## src/rtl/axis_word_packer.sv

```systemverilog
// axis_word_packer: packs an 8-bit AXI-Stream byte stream into 64-bit words.
// A partial word that sits idle for TIMEOUT_CYCLES cycles is discarded so
// that framing resynchronises on the next byte.
module axis_word_packer #(
  parameter int unsigned TIMEOUT_CYCLES = 100000,
  parameter bit          MSB_FIRST      = 1'b1
) (
  input  logic        clk,
  input  logic        rst,
  input  logic [7:0]  s_axis_tdata,
  input  logic        s_axis_tvalid,
  output logic        s_axis_tready,
  output logic [63:0] m_axis_tdata,
  output logic        m_axis_tvalid,
  input  logic        m_axis_tready,
  output logic [2:0]  byte_count,
  output logic        timeout_pulse
);

  localparam int unsigned WORD_W = 64;
  localparam int unsigned CNT_W  = 3;
  localparam int unsigned TMO_W  = 24;
  localparam logic [TMO_W-1:0] TMO_LAST = TMO_W'(TIMEOUT_CYCLES - 1);

  typedef enum logic [1:0] {
    S_IDLE    = 2'd0,
    S_COLLECT = 2'd1,
    S_HOLD    = 2'd2
  } state_e;

  state_e             state_q, state_d;
  logic [WORD_W-1:0]  data_q,  data_d;
  logic [CNT_W-1:0]   cnt_q,   cnt_d;
  logic [TMO_W-1:0]   tmo_q,   tmo_d;
  logic               rdy_q,   rdy_d;
  logic               vld_q,   vld_d;
  logic               pulse_q, pulse_d;

  logic               accept_c;
  logic [CNT_W-1:0]   lane_c;
  logic [WORD_W-1:0]  placed_c;

  // Byte handshake and the incoming byte shifted into its lane
  always_comb begin
    accept_c = s_axis_tvalid & rdy_q;
    lane_c   = MSB_FIRST ? CNT_W'(3'd7 - cnt_q) : cnt_q;
    placed_c = WORD_W'(s_axis_tdata) << {lane_c, 3'b000};
  end

  // Next-state, assembly, idle timer and registered-output decode
  always_comb begin
    state_d = state_q;
    data_d  = data_q;
    cnt_d   = cnt_q;
    tmo_d   = '0;
    pulse_d = 1'b0;

    unique case (state_q)
      S_IDLE: begin
        if (accept_c) begin
          // New word: lanes not yet written start from zero
          data_d  = placed_c;
          cnt_d   = CNT_W'(1);
          state_d = S_COLLECT;
        end
      end
      S_COLLECT: begin
        if (accept_c) begin
          data_d = data_q | placed_c;
          if (cnt_q == CNT_W'(7)) begin
            cnt_d   = '0;
            state_d = S_HOLD;
          end else begin
            cnt_d = cnt_q + CNT_W'(1);
          end
        end else if (tmo_q == TMO_LAST) begin
          // Drop the stale partial word entirely
          data_d  = '0;
          cnt_d   = '0;
          pulse_d = 1'b1;
          state_d = S_IDLE;
        end else begin
          tmo_d = tmo_q + TMO_W'(1);
        end
      end
      S_HOLD: begin
        if (vld_q && m_axis_tready) begin
          state_d = S_IDLE;
        end
      end
      default: begin
        state_d = S_IDLE;
      end
    endcase

    rdy_d = (state_d != S_HOLD);
    vld_d = (state_d == S_HOLD);
  end

  // State and output registers
  always_ff @(posedge clk or posedge rst) begin
    if (rst) begin
      state_q <= S_IDLE;
      data_q  <= '0;
      cnt_q   <= '0;
      tmo_q   <= '0;
      rdy_q   <= 1'b0;
      vld_q   <= 1'b0;
      pulse_q <= 1'b0;
    end else begin
      state_q <= state_d;
      data_q  <= data_d;
      cnt_q   <= cnt_d;
      tmo_q   <= tmo_d;
      rdy_q   <= rdy_d;
      vld_q   <= vld_d;
      pulse_q <= pulse_d;
    end
  end

  assign s_axis_tready = rdy_q;
  assign m_axis_tdata  = data_q;
  assign m_axis_tvalid = vld_q;
  assign byte_count    = cnt_q;
  assign timeout_pulse = pulse_q;

endmodule

```

## config.mk

```make
export PLATFORM = sky130hd
export DESIGN_NAME = axis_word_packer
export DESIGN_NICKNAME = d
export VERILOG_FILES = /design/src/rtl/axis_word_packer.sv
export SDC_FILE = /design/constraint.sdc
export NUM_CORES = 1
export LEC_CHECK = 0
export ABC_AREA = 0
export BUFFER_PORTS_ARGS = -buffer_cell sky130_fd_sc_hd__buf_2
export CORE_ASPECT_RATIO = 1.25
export CORE_MARGIN = 10
export CORE_UTILIZATION = 50
export CTS_CLUSTER_SIZE = 24
export DETAILED_ROUTE_END_ITERATION = 10
export PLACE_DENSITY = 0.76
export SLEW_MARGIN = 20
export SYNTH_ARGS = -nofsm -noshare
export SYNTH_HDL_FRONTEND = slang
export SYNTH_SLANG_ARGS = --single-unit
```

## constraint.sdc

```tcl
create_clock -name clk -period 4.9 [get_ports clk]
set_input_delay 0.245 -clock clk [delete_from_list [all_inputs] [get_ports clk]]
set_output_delay 0.245 -clock clk [all_outputs]
set_load 0.02 [all_outputs]
```

Word-level counts from Yosys, hierarchy flattened
Cells that the tools add are included.
W data, S select, Z words.
{"block": "totals", "reg_bits": 96, "latchBits": 0, "ram_bits": 0, "romBits": 0, "output_inout_bits": 70, "elab_cells": 46, "mem_count": 0}
{"block": "op_classes", "addsub": 3, "multipliers": 0, "div_mod_pow": 0, "n_lt_le_gt_ge": 0, "n_eq_ne": 8, "shifts": 1, "muxes": 21, "n_bitwise": 2, "n_reduce_logical": 4}
{"op": "$mux W64", "n": 3}
{"op": "$pmux W64 S2", "n": 1}
{"op": "$mux W24", "n": 3}
{"op": "$or A64 B64 Y64", "n": 1}
{"op": "$shl A8 B6 Y64", "n": 1}
{"op": "$add A24 B1 Y24 const B", "n": 1}
{"op": "$eq A24 B17 Y1 const B", "n": 1}
{"op": "$mux W3", "n": 4}
{"op": "$mux W2", "n": 5}
{"op": "$pmux W2 S3", "n": 1}
{"op": "$pmux W3 S2", "n": 1}
{"op": "$eq A2 B2 Y1 const B", "n": 2}
{"op": "$ne A2 B2 Y1 const B", "n": 2}
{"op": "$add A3 B1 Y3 const B", "n": 1}
{"op": "$eq A3 B3 Y1 const B", "n": 1}
{"op": "$mux W1", "n": 3}
{"op": "$ne A3 B3 Y1 const B", "n": 1}
{"op": "$reduce_and A3 Y1", "n": 1}
{"op": "$sub A3 B3 Y3 const A", "n": 1}
{"op": "$eq A2 B1 Y1 const B", "n": 1}
{"op": "$logic_not A2 Y1", "n": 1}
{"op": "$reduce_bool A2 Y1", "n": 1}
{"op": "$and A1 B1 Y1", "n": 1}
{"op": "$logic_and A1 B1 Y1", "n": 1}

Depth between registers and ports, before layout
Gate-level depths: netlist of run 1.
{"block": "depth", "word_depth": 5, "ltp_mapped": 9}

Least setup slack after synthesis of run 1
OpenSTA, ideal clock, no wires.
{"block": "synth_timing", "path_kind": "reg2reg", "start": "register tmo_q[0]", "end": "register data_q[48] (netlist: m_axis_tdata[48])", "setup_time_ps": 130, "t_arrival_ps": 1900, "t_required_ps": 4770, "path_slack_ps": 2871, "path_stages_with_launch": 10, "period_less_slack_ps": 2029, "path_cell_list": "dfrtp_1 ha_1 and4_1 and2_1 clkbuf_1 nand4_1 nor3_2 buf_4 buf_6 o22ai_1"}
{"block": "synth_via", "elab_chain_len": 3}
{"item": "from (decl)", "line_no": "34", "text": "logic [TMO_W-1:0] tmo_q, tmo_d;"}
{"item": "from (signal assigned)", "line_no": "114", "text": "tmo_q <= tmo_d;"}
{"item": "$eq A24 B17 Y1", "line_no": "76", "text": "end else if (tmo_q == TMO_LAST) begin"}
{"item": "$ne A3 B3 Y1 (no source line)"}
{"item": "$reduce_and A3 Y1 (no source line)"}
{"item": "to (signal assigned)", "line_no": "112", "text": "data_q <= data_d;"}
{"item": "to (decl)", "line_no": "32", "text": "logic [WORD_W-1:0] data_q, data_d;"}
No other way between the ends.
A chain may end at the register's enable or synchronous reset.

Worst setup path in the final report of run 1
{"block": "layout_timing", "start": "register tmo_q[0]", "end": "register tmo_q[20]"}
{"block": "layout_via", "elab_chain_len": 4, "word_cells_on_any_way": 5, "classes_between": "1 x add/sub; 1 x eq/ne; 3 x mux"}
{"item": "$add A24 B1 Y24 or $eq A24 B17 Y1 (tied branches)", "line_no": "83, 76"}
{"item": "$mux W24 *", "line_no": "76"}
{"item": "$mux W24 *", "line_no": "68", "text": "if (accept_c) begin"}
{"item": "$mux W24 *", "line_no": "58", "text": "unique case (state_q)"}
{"item": "named net tmo_d[20]", "line_no": "34"}
The timed path passes the listed nets; every way through them passes the cells marked *.

==> run_results.csv, run 1 <==
group,metric,value,unit
detailed_routing,wl_per_cell,17.6,µm
detailed_routing,dr.pass1.iters,4,
detailed_routing,num_vias,3295,
floorplanning,core,7840,µm²
timing,setup_violations,0,
logic_synthesis,ys_async_sr_fraction,100,%
logic_synthesis,synth.area.top_cells,"dfrtp_1 60%, o22ai_1 10%, nand2_1 8.5%",
clock_tree,cts.sinks,96,
detailed_routing,drt_wl_total,9990,µm
power_and_ir_drop,finalPower,2.67,mW
worst_setup_path,crit_chain,"ha_1 > and4_1 > and2_1 > nand4_1 > nand3_1 > nor3b_1",
logic_synthesis,netlist.area_leader.share,59.6,%
worst_setup_path,start_kind,"register",
power_and_ir_drop,irDropWorstVdd,0.351,mV
detailed_routing,viasPerCell,5.79,
logic_synthesis,synth_edf_count,0,
clock_tree,clk_path_buf_depth,2,
logic_synthesis,postSynthAreaPerCell,10.1,µm²
logic_synthesis,synthCells,399,
clock_tree,cts_root_buf,"clkbuf_8",
timing,setup_tns,0,ps
min_path,hold_class,"in2reg",
worst_setup_path,crit_path_max_incr_delay,680,ps
cells_and_area,drive_gt1_share,21.5,%
floorplanning,chipHeight,120,µm
power_and_ir_drop,power_density,569,nW/µm²
global_route,track_usage,16.3,%
global_route,antenna_found_initial,0,
logic_synthesis,synth-seq-cells,96,
job,cap_violations,0,
worst_setup_path,crit_fanout,25,
floorplanning,io_pins,82,
detailed_routing,drc,0,
cells_and_area,mostFrequentLayoutCells,"96 x dfrtp_1, 91 x nand2_1, 81 x buf_2, 66 x o22ai_1, 29 x nor2_1",
cells_and_area,final_common_cell,"dfrtp_1",
global_route,grt_overflow,0,
global_route,grt_pass1_vias,3172,
timing,relSlewSlack,39.4,%
detailed_routing,antenna_left,0,
clock_tree,cts_made_buffers,9,
run_status,status,"finished, final reports clean",
cells_and_area,area_growth,16.5,%
logic_synthesis,synthFlopType,"dfrtp_1",
place,io_buffers,81,
worst_setup_path,path_class,"reg2reg",
timing,max_freq,385,MHz
clock_tree,clk_pin_slew,90,ps
timing,finalHoldViolCount,0,
logic_synthesis,synth_area,4030,µm²
global_route,grt_pass1_wl,16200,µm
logic_synthesis,synthesis.nets,414,
clock_tree,post_cts_buffers,0,
place,placed_cell_area,4440,µm²
cells_and_area,antenna_cells,0,
worst_setup_path,cp.required,5140,ps
timing,rsz0062_at_grt,"no",
timing,fin_crit,2590,ps
logic_synthesis,yosysTopAreaCell,"dfrtp_1",
detailed_routing,drt_iter0_markers,164,
logic_synthesis,ys_warn_count,0,
cells_and_area,design_area,4700,µm²
clock_tree,insertion_delay,360,ps
global_route,grt_start_max_net_pins,70,
timing,tightest_slew,906,ps
timing,whs,214,ps
clock_tree,htree_levels,3,
clock_tree,cts_tree,"done",
logic_synthesis,seq_area_frac_synth,59.6,%
cells_and_area,nNetsFinal,484,
floorplanning,dieArea,12100,µm²
timing,fin_skew,13.7,ps
power_and_ir_drop,power_leakage,2.31,nW
logic_synthesis,synth_cell_types,32,
worst_setup_path,end_kind,"register",
worst_setup_path,crit_arrival,2840,ps
timing,finalCritPeriodShare,52.9,%
cells_and_area,nFillCells,679,
floorplanning,die_w,100,µm
floorplanning,placementRows,36,
floorplanning,start_util,51.4,%
place,hpwl,6820,µm
worst_setup_path,cp_slowest_cell,"nand3_1",
timing,maxSlewViolCount,0,
place,finalWeightedCongestion,0.827,
[power by group]
part / internal [mW] / leakage, nW / switching, mW
clock: 0.344 / 0.123 / 0.279
sequential: 1.00 / 1.29 / 0.142
combinational: 0.288 / 0.904 / 0.619
[timing repair]
item / CTS / global route
resized for setup: 0 / 0
hold buffers: 1 / 0
hold endpoints to repair: 27 / 0
[synthesized netlist by cell type, drive strengths merged (3+ instances only)]
cell type  number
and4            3
dfrtp          96
buf            11
nor3            4
o22ai          66
nand2          91
nor2           29
nor4            4
or3             4
a31oi           3
ha              3
clkbuf         14
xnor2           3
xor2           17
nand4           7
inv             6
a21oi           6
and2            6
nand3          15
[cell type report]
class	count	area (µm²)	share of cell area (%)
inverters	6	23.8	0.506
clock inverters	6	115	2.45
flip-flops and latches	96	2400	51.1
clock buffers	10	128	2.72
multi-input cells	272	1480	31.5
well taps	95	119	2.53
repair buffers	84	430	9.16
[kinds of logic after synthesis]
kind of cell / Yosys count / share of synthesized area, %
simple gates: 170 / 18.9
xor+xnor: 20 / 4.35
buf+inv: 31 / 4.00
flops: 96 / 59.6
compound gates: 79 / 12.2
fa+ha+maj: 3 / 0.931
[per-stage QoR]
stage               setup slack (ps)  util, %  std cells
global placement                2420     56.7        552
detailed placement              2330     56.7        552
CTS                             2300     59.9        569
finish                          2310     59.9        569
floorplan                       2150        -        399
global route                    2110     59.9        569
[final timing paths]
path / start / slack (ps) / endpoint / cells past startpoint
worst min register to register: tmo_q[0] / 480 / tmo_q[0] / 1
worst min-delay path: m_axis_tready / 210 / m_axis_tvalid / 4
max in group asynchronous: rst / 3270 / m_axis_tdata[12] / 4
worst max-delay path: tmo_q[0] / 2310 / tmo_q[20] / 6
worst max register to register: tmo_q[0] / 2310 / tmo_q[20] / 6
min in group asynchronous: rst / 430 / tmo_q[22] / 3
[worst max-delay path: cells and delay by family, from the launching register on]
kind	cells	cell delay, ps
adders and majority gates	1	240
DFF	1	410
and+or+nand+nor	5	1830
[metal layers]
metal | track usage, % | part of all wire [%] | vias up
met5 | 0 | 0 | -
met4 | 5.31 | 1.2 | 0
met3 | 5.47 | 8.3 | 9
met2 | 26.5 | 50 | 110
met1 | 19.8 | 40 | 1631
li1 | - | - | 1545
[state kept, by name, indices dropped and copies added, names as in the netlist]
| register | cells |
|---|---|
| m_axis_tdata | 64 |
| tmo_q | 24 |
| byte_count | 3 |
| state_q | 2 |
| m_axis_tvalid | 1 |
| s_axis_tready | 1 |
| timeout_pulse | 1 |
No activity file was read; power rests on OpenSTA's default activity.
==> inputs of run 2 (changes only) <==
==> constraint.sdc (replaced) <==
create_clock -name clk -period 2.6 [get_ports clk]
set_input_delay 0.13 -clock clk [delete_from_list [all_inputs] [get_ports clk]]
set_output_delay 0.13 -clock clk [all_outputs]
set_load 0.02 [all_outputs]
==> run 2 against run 1 <==
Effect of this change:
- maximum frequency up 14%
- largest cell class unchanged
- highest routed layer unchanged
- flip-flop and latch count stayed put
- global-route usage rose by 0.35 points
- worst setup slack lost 2000 ps
- critical endpoint is now m_axis_tdata[3]
==> run_results.csv, run 2 (synthesis results as in run 1) <==
group,metric,value,unit
cells_and_area,final_common_cell,"dfrtp_1",
clock_tree,htree_levels,3,
timing,fin_skew,13.7,ps
floorplanning,dieArea,12100,µm²
cells_and_area,mostFrequentLayoutCells,"96 x dfrtp_1, 91 x nand2_1, 81 x buf_2, 66 x o22ai_1, 29 x nor2_1",
global_route,grt_start_max_net_pins,97,
worst_setup_path,path_class,"reg2reg",
floorplanning,core,7840,µm²
timing,relSlewSlack,55.4,%
detailed_routing,drt_wl_total,9980,µm
detailed_routing,num_vias,3270,
power_and_ir_drop,power_leakage,2.32,nW
timing,max_freq,438,MHz
global_route,grt_pass1_wl,16700,µm
clock_tree,cts_root_buf,"clkbuf_8",
clock_tree,clk_path_buf_depth,2,
worst_setup_path,crit_chain,"or4_1 > nor4_1 > nand4_1 > nor3_4 > buf_12 > o22ai_1",
place,io_buffers,81,
place,place_ws,318,ps
worst_setup_path,crit_arrival,2510,ps
clock_tree,cts.sinks,96,
power_and_ir_drop,power_density,1020,nW/µm²
min_path,min_from,"m_axis_tready",
floorplanning,chipHeight,120,µm
global_route,grt_overflow,0,
floorplanning,io_pins,82,
detailed_routing,drt_iter0_markers,183,
timing,finalHoldViolCount,0,
cells_and_area,area_growth,16.8,%
floorplanning,start_util,51.4,%
timing,setup_violations,0,
detailed_routing,met1Wirelength,3970,µm
global_route,grt_pass1_vias,3329,
timing,tightest_slew,666,ps
worst_setup_path,cp.buffers_inverters,1,
timing,setup_tns,0,ps
worst_setup_path,cp_slowest_cell,"or4_1",
worst_setup_path,path_delay_family,"simple AND/OR/NAND/NOR gates",
place,finalWeightedCongestion,0.852,
timing,rsz0062_at_grt,"no",
global_route,antenna_found_initial,0,
clock_tree,post_cts_buffers,0,
detailed_routing,wl_met3,823,µm
worst_setup_path,crit_fanout,65,
worst_setup_path,end_kind,"register",
detailed_routing,drc,0,
cells_and_area,largest_reg_flops,64,
power_and_ir_drop,irDropWorstVdd,0.678,mV
timing,finalCritPeriodShare,87.8,%
timing,layout_setup_ws,317,ps
clock_tree,cts_tree,"done",
detailed_routing,routed.top_layer,"met4",
detailed_routing,wl_per_cell,17.4,µm
worst_setup_path,cp.required,2830,ps
clock_tree,cts_made_buffers,9,
clock_tree,insertion_delay,370,ps
worst_setup_path,crit_start,"tmo_q[5]",
job,cap_violations,0,
timing,fin_crit,2280,ps
detailed_routing,viasPerCell,5.71,
clock_tree,clk_pin_slew,90,ps
power_and_ir_drop,finalPower,4.81,mW
floorplanning,die_w,100,µm
floorplanning,placementRows,36,
cells_and_area,nNetsFinal,488,
cells_and_area,antenna_cells,0,
worst_setup_path,rr_startpoint,"tmo_q[5]",
detailed_routing,antenna_left,0,
min_path,hold_class,"in2reg",
run_status,status,"finished, final reports clean",
place,hpwl,6780,µm
timing,maxSlewViolCount,0,
detailed_routing,dr_wl_met2,5070,µm
worst_setup_path,start_kind,"register",
global_route,track_usage,16.6,%
cells_and_area,drive_gt1_share,22.4,%
detailed_routing,dr.pass1.iters,5,
worst_setup_path,crit_path_max_incr_delay,540,ps
==> run 2: cell types whose count changed in the layout (fill, tap and decap cells not counted), sizes merged <==
cell      previous run  this run
buf                 83        87
bufinv               3         0
clkinvlp             0         1
inv                  7         9
==> run 2: final cells by class <==
type | instances | area, µm²
flip-flops and latches | 96 | 2400
inverters | 6 | 26.3
clock buffers | 10 | 138
repair buffers | 88 | 485
fillers | 680 | 3130
multi-input cells | 272 | 1480
clock inverters | 6 | 57.6
well taps | 95 | 119
==> run 2: tightest hold or removal path, stage by stage <==
cell and delay (ps):
buf_2 80, nand2_1 50, nand2_1 100, o22ai_1 90
==> run 2: routing by layer <==
metal	global-route usage, %	vias to the layer above
met1	20.1	1610
met2	26.9	100
met3	6.10	9
met4	5.40	0
li1	-	1551
met5	0	-
==> run 2: final timing paths <==
path | to | slack (ps) | depth (start not counted)
setup / recovery | m_axis_tdata[3] | 320 | 6
hold / removal | m_axis_tvalid | 140 | 4
setup reg to reg | m_axis_tdata[3] | 320 | 6
hold reg to reg | tmo_q[0] | 500 | 1
max in group asynchronous | byte_count[0] | 1770 | 4
min in group asynchronous | s_axis_tready | 420 | 4
==> run 2: timing repair <==
action                                 in CTS  in global routing
setup endpoints to repair                   0                  0
endpoints found under the hold margin      96                  0
gates resized for setup                     0                  0
hold buffers                                1                  0
==> run 2: power by group <==
part / internal [mW] / switching (mW) / leakage [nW]
clock network: 0.398 / 0.554 / 0.101
registers: 1.88 / 0.264 / 1.29
logic: 0.551 / 1.16 / 0.927
==> run 2: stage by stage <==
stage	hold slack, ps	cell area [µm²]	util (%)	instances
final	139	4710	60.1	573
after global routing	116	4710	60.1	573
after CTS	101	4700	60.0	573
after detailed placement	315	4500	57.4	556
after global placement	306	4500	57.4	556
after floorplan	345	4040	-	399
==> inputs of run 3 (changes only) <==
--- a/config.mk
+++ b/config.mk
@@ -5,14 +5,14 @@
 export SDC_FILE = /design/constraint.sdc
 export NUM_CORES = 1
 export LEC_CHECK = 0
-export ABC_AREA = 0
+export ABC_AREA = 1
 export BUFFER_PORTS_ARGS = -buffer_cell sky130_fd_sc_hd__buf_2
 export CORE_ASPECT_RATIO = 1.25
 export CORE_MARGIN = 10
 export CORE_UTILIZATION = 50
 export CTS_CLUSTER_SIZE = 24
 export DETAILED_ROUTE_END_ITERATION = 10
-export PLACE_DENSITY = 0.76
+export PLACE_DENSITY = 0.73
 export SLEW_MARGIN = 20
 export SYNTH_ARGS = -nofsm -noshare
 export SYNTH_HDL_FRONTEND = slang
==> run 3 against run 2 <==
Effect of this change:
- combinational power rose by 53%
- largest power group is now combinational logic
- power increased by 28%
- final area is 31% higher
- area after synthesis increased by 36%
- worst setup slack improved by 190 ps
- critical path depth increased by 2
==> run_results.csv, run 3 <==
group,metric,value,unit
logic_synthesis,netlist.area_leader.share,43.9,%
timing,maxSlewViolCount,0,
logic_synthesis,yosysTopAreaCell,"dfrtp_1",
detailed_routing,drt_wl_total,15900,µm
worst_setup_path,path_delay_family,"simple AND/OR/NAND/NOR gates",
clock_tree,htree_levels,3,
floorplanning,core,10700,µm²
cells_and_area,area_growth,12.9,%
global_route,antenna_found_initial,0,
worst_setup_path,crit_arrival,2380,ps
cells_and_area,antenna_cells,0,
floorplanning,die_w,114,µm
floorplanning,io_pins,82,
logic_synthesis,synth_edf_count,0,
worst_setup_path,crit_top_cell,"nand3_1",
place,hpwl,10300,µm
timing,setup_tns,0,ps
detailed_routing,wl_per_cell,16.9,µm
global_route,grt_overflow,0,
worst_setup_path,crit_fanout,66,
clock_tree,clk_path_buf_depth,2,
cells_and_area,drive_gt1_share,14.0,%
clock_tree,cts_made_buffers,9,
worst_setup_path,start_kind,"register",
clock_tree,cts_resized,0,
clock_tree,cts_root_buf,"clkbuf_16",
timing,finalHoldViolCount,0,
clock_tree,clk_pin_slew,70,ps
power_and_ir_drop,power_density,993,nW/µm²
worst_setup_path,end_kind,"register",
logic_synthesis,seq_area_frac_synth,43.9,%
cells_and_area,final_common_cell,"nand2_1",
clock_tree,ctsHoldBuffers,1,
detailed_routing,num_vias,5518,
global_route,grt_pass1_vias,5321,
logic_synthesis,synth.area.top_cells,"dfrtp_1 44%, nand2_1 18%, nand4_1 7.9%",
timing,whs,117,ps
clock_tree,cts.sinks,96,
detailed_routing,drc,0,
timing,finalCritPeriodShare,80.6,%
floorplanning,chipHeight,137,µm
worst_setup_path,cp_slowest_cell,"buf_4",
timing,fin_skew,9.98,ps
clock_tree,post_cts_buffers,0,
floorplanning,placementRows,42,
timing,max_freq,477,MHz
job,cap_violations,0,
worst_setup_path,crit_chain,"ha_1 > nand3_2 > nor2_1 > nand3_1 > nand2_2 > buf_4 > nand3_1 > nand2_1",
timing,relSlewSlack,35.1,%
detailed_routing,dr.pass1.iters,5,
timing,setup_violations,0,
clock_tree,cts_tree,"done",
timing,fin_crit,2100,ps
place,finalWeightedCongestion,0.918,
clock_tree,insertion_delay,340,ps
logic_synthesis,synthFlopType,"dfrtp_1",
logic_synthesis,synthCells,763,
global_route,track_usage,20.4,%
worst_setup_path,path_class,"reg2reg",
global_route,grt_pass1_wl,26200,µm
cells_and_area,largest_reg_flops,64,
logic_synthesis,synth_area,5470,µm²
global_route,grt_start_max_net_pins,97,
floorplanning,start_util,51.3,%
detailed_routing,antenna_left,0,
place,io_buffers,81,
logic_synthesis,ys_warn_count,0,
power_and_ir_drop,irDropWorstVdd,0.506,mV
worst_setup_path,crit_path_max_incr_delay,550,ps
cells_and_area,nNetsFinal,818,
cells_and_area,design_area,6180,µm²
cells_and_area,mostFrequentLayoutCells,"256 x nand2_1, 96 x dfrtp_1, 85 x nand3_1, 81 x buf_2, 69 x nand4_1",
logic_synthesis,postSynthAreaPerCell,7.17,µm²
worst_setup_path,cp.required,2880,ps
place,placed_cell_area,5860,µm²
detailed_routing,drt_iter0_markers,632,
min_path,hold_class,"in2reg",
floorplanning,dieArea,15600,µm²
timing,tightest_slew,973,ps
worst_setup_path,cp.buffers_inverters,1,
logic_synthesis,synthTopCellsByCount,"256 x nand2_1, 96 x dfrtp_1, 85 x nand3_1",
detailed_routing,viasPerCell,5.87,
logic_synthesis,ys_async_sr_fraction,100,%
timing,rsz0062_at_grt,"no",
run_status,status,"finished, final reports clean",
power_and_ir_drop,power_leakage,3.00,nW
logic_synthesis,synthesis.nets,778,
logic_synthesis,yosysMostFrequentCell,"nand2_1",
logic_synthesis,synth_cell_types,22,
logic_synthesis,synth-seq-cells,96,
run 3: routing by layer:
layer / wire length, µm / track usage, % / vias to the layer above
met5: 0 / 0 / -
met4: 574 / 9.89 / 0
met3: 996 / 5.12 / 53
met2: 7960 / 33.3 / 220
met1: 6370 / 24.5 / 2635
li1: - / - / 2610
run 3: worst min-delay path: stages:
cell and delay, ps:
buf_2 80, nand2_1 60, nand2_1 80, o22ai_1 70
run 3: path summary, 6_finish.rpt:
check	end	depth (start not counted)	startpoint	slack, ps
min in group asynchronous	s_axis_tready	4	rst	460
worst max-delay path	m_axis_tdata[44]	8	tmo_q[0]	500
worst min register to register	m_axis_tdata[37]	2	m_axis_tdata[37]	490
max in group asynchronous	m_axis_tdata[41]	4	rst	1720
worst min-delay path	m_axis_tvalid	4	m_axis_tready	120
worst max register to register	m_axis_tdata[44]	8	tmo_q[0]	500
run 3: power by group:
| group | internal [mW] | switching [mW] |
|---|---|---|
| sequential | 1.79 | 0.312 |
| combinational | 0.727 | 1.89 |
| clock | 0.869 | 0.553 |
run 3: logic make-up (layout without fill, tap and decap cells):
kind of cell | count (synthesis) | count (layout) | synth area share (%)
AOI/OAI and AO/OA | 70 | 70 | 6.49
xor gates and xnor gates | 13 | 13 | 2.08
adders and majority gates | 3 | 3 | 0.686
buffers and inverters | 93 | 138 | 7.86
DFF | 96 | 96 | 43.9
and+or+nand+nor | 488 | 488 | 39.0
run 3: cell type report:
type                            instances  area [µm²]
Fill cell                             992        4490
Multi-Input combinational cell        574        2650
Sequential cell                        96        2400
Timing Repair Buffer                   93         536
Clock buffer                           13         250
Tap cell                              132         165
Inverter                               29         113
Clock inverter                          3        65.1
run 3: through the flow:
stage / cells / power [mW] / utilization, % / worst slack [ps]
after floorplan: 763 / 4.02 / - / 1020
after detailed placement: 923 / 4.73 / 54.9 / 509
after global routing: 940 / 6.52 / 58.0 / 260
after global placement: 923 / 4.66 / 54.9 / 641
after CTS: 940 / 6.15 / 58.0 / 501
final: 940 / 6.14 / 58.0 / 504
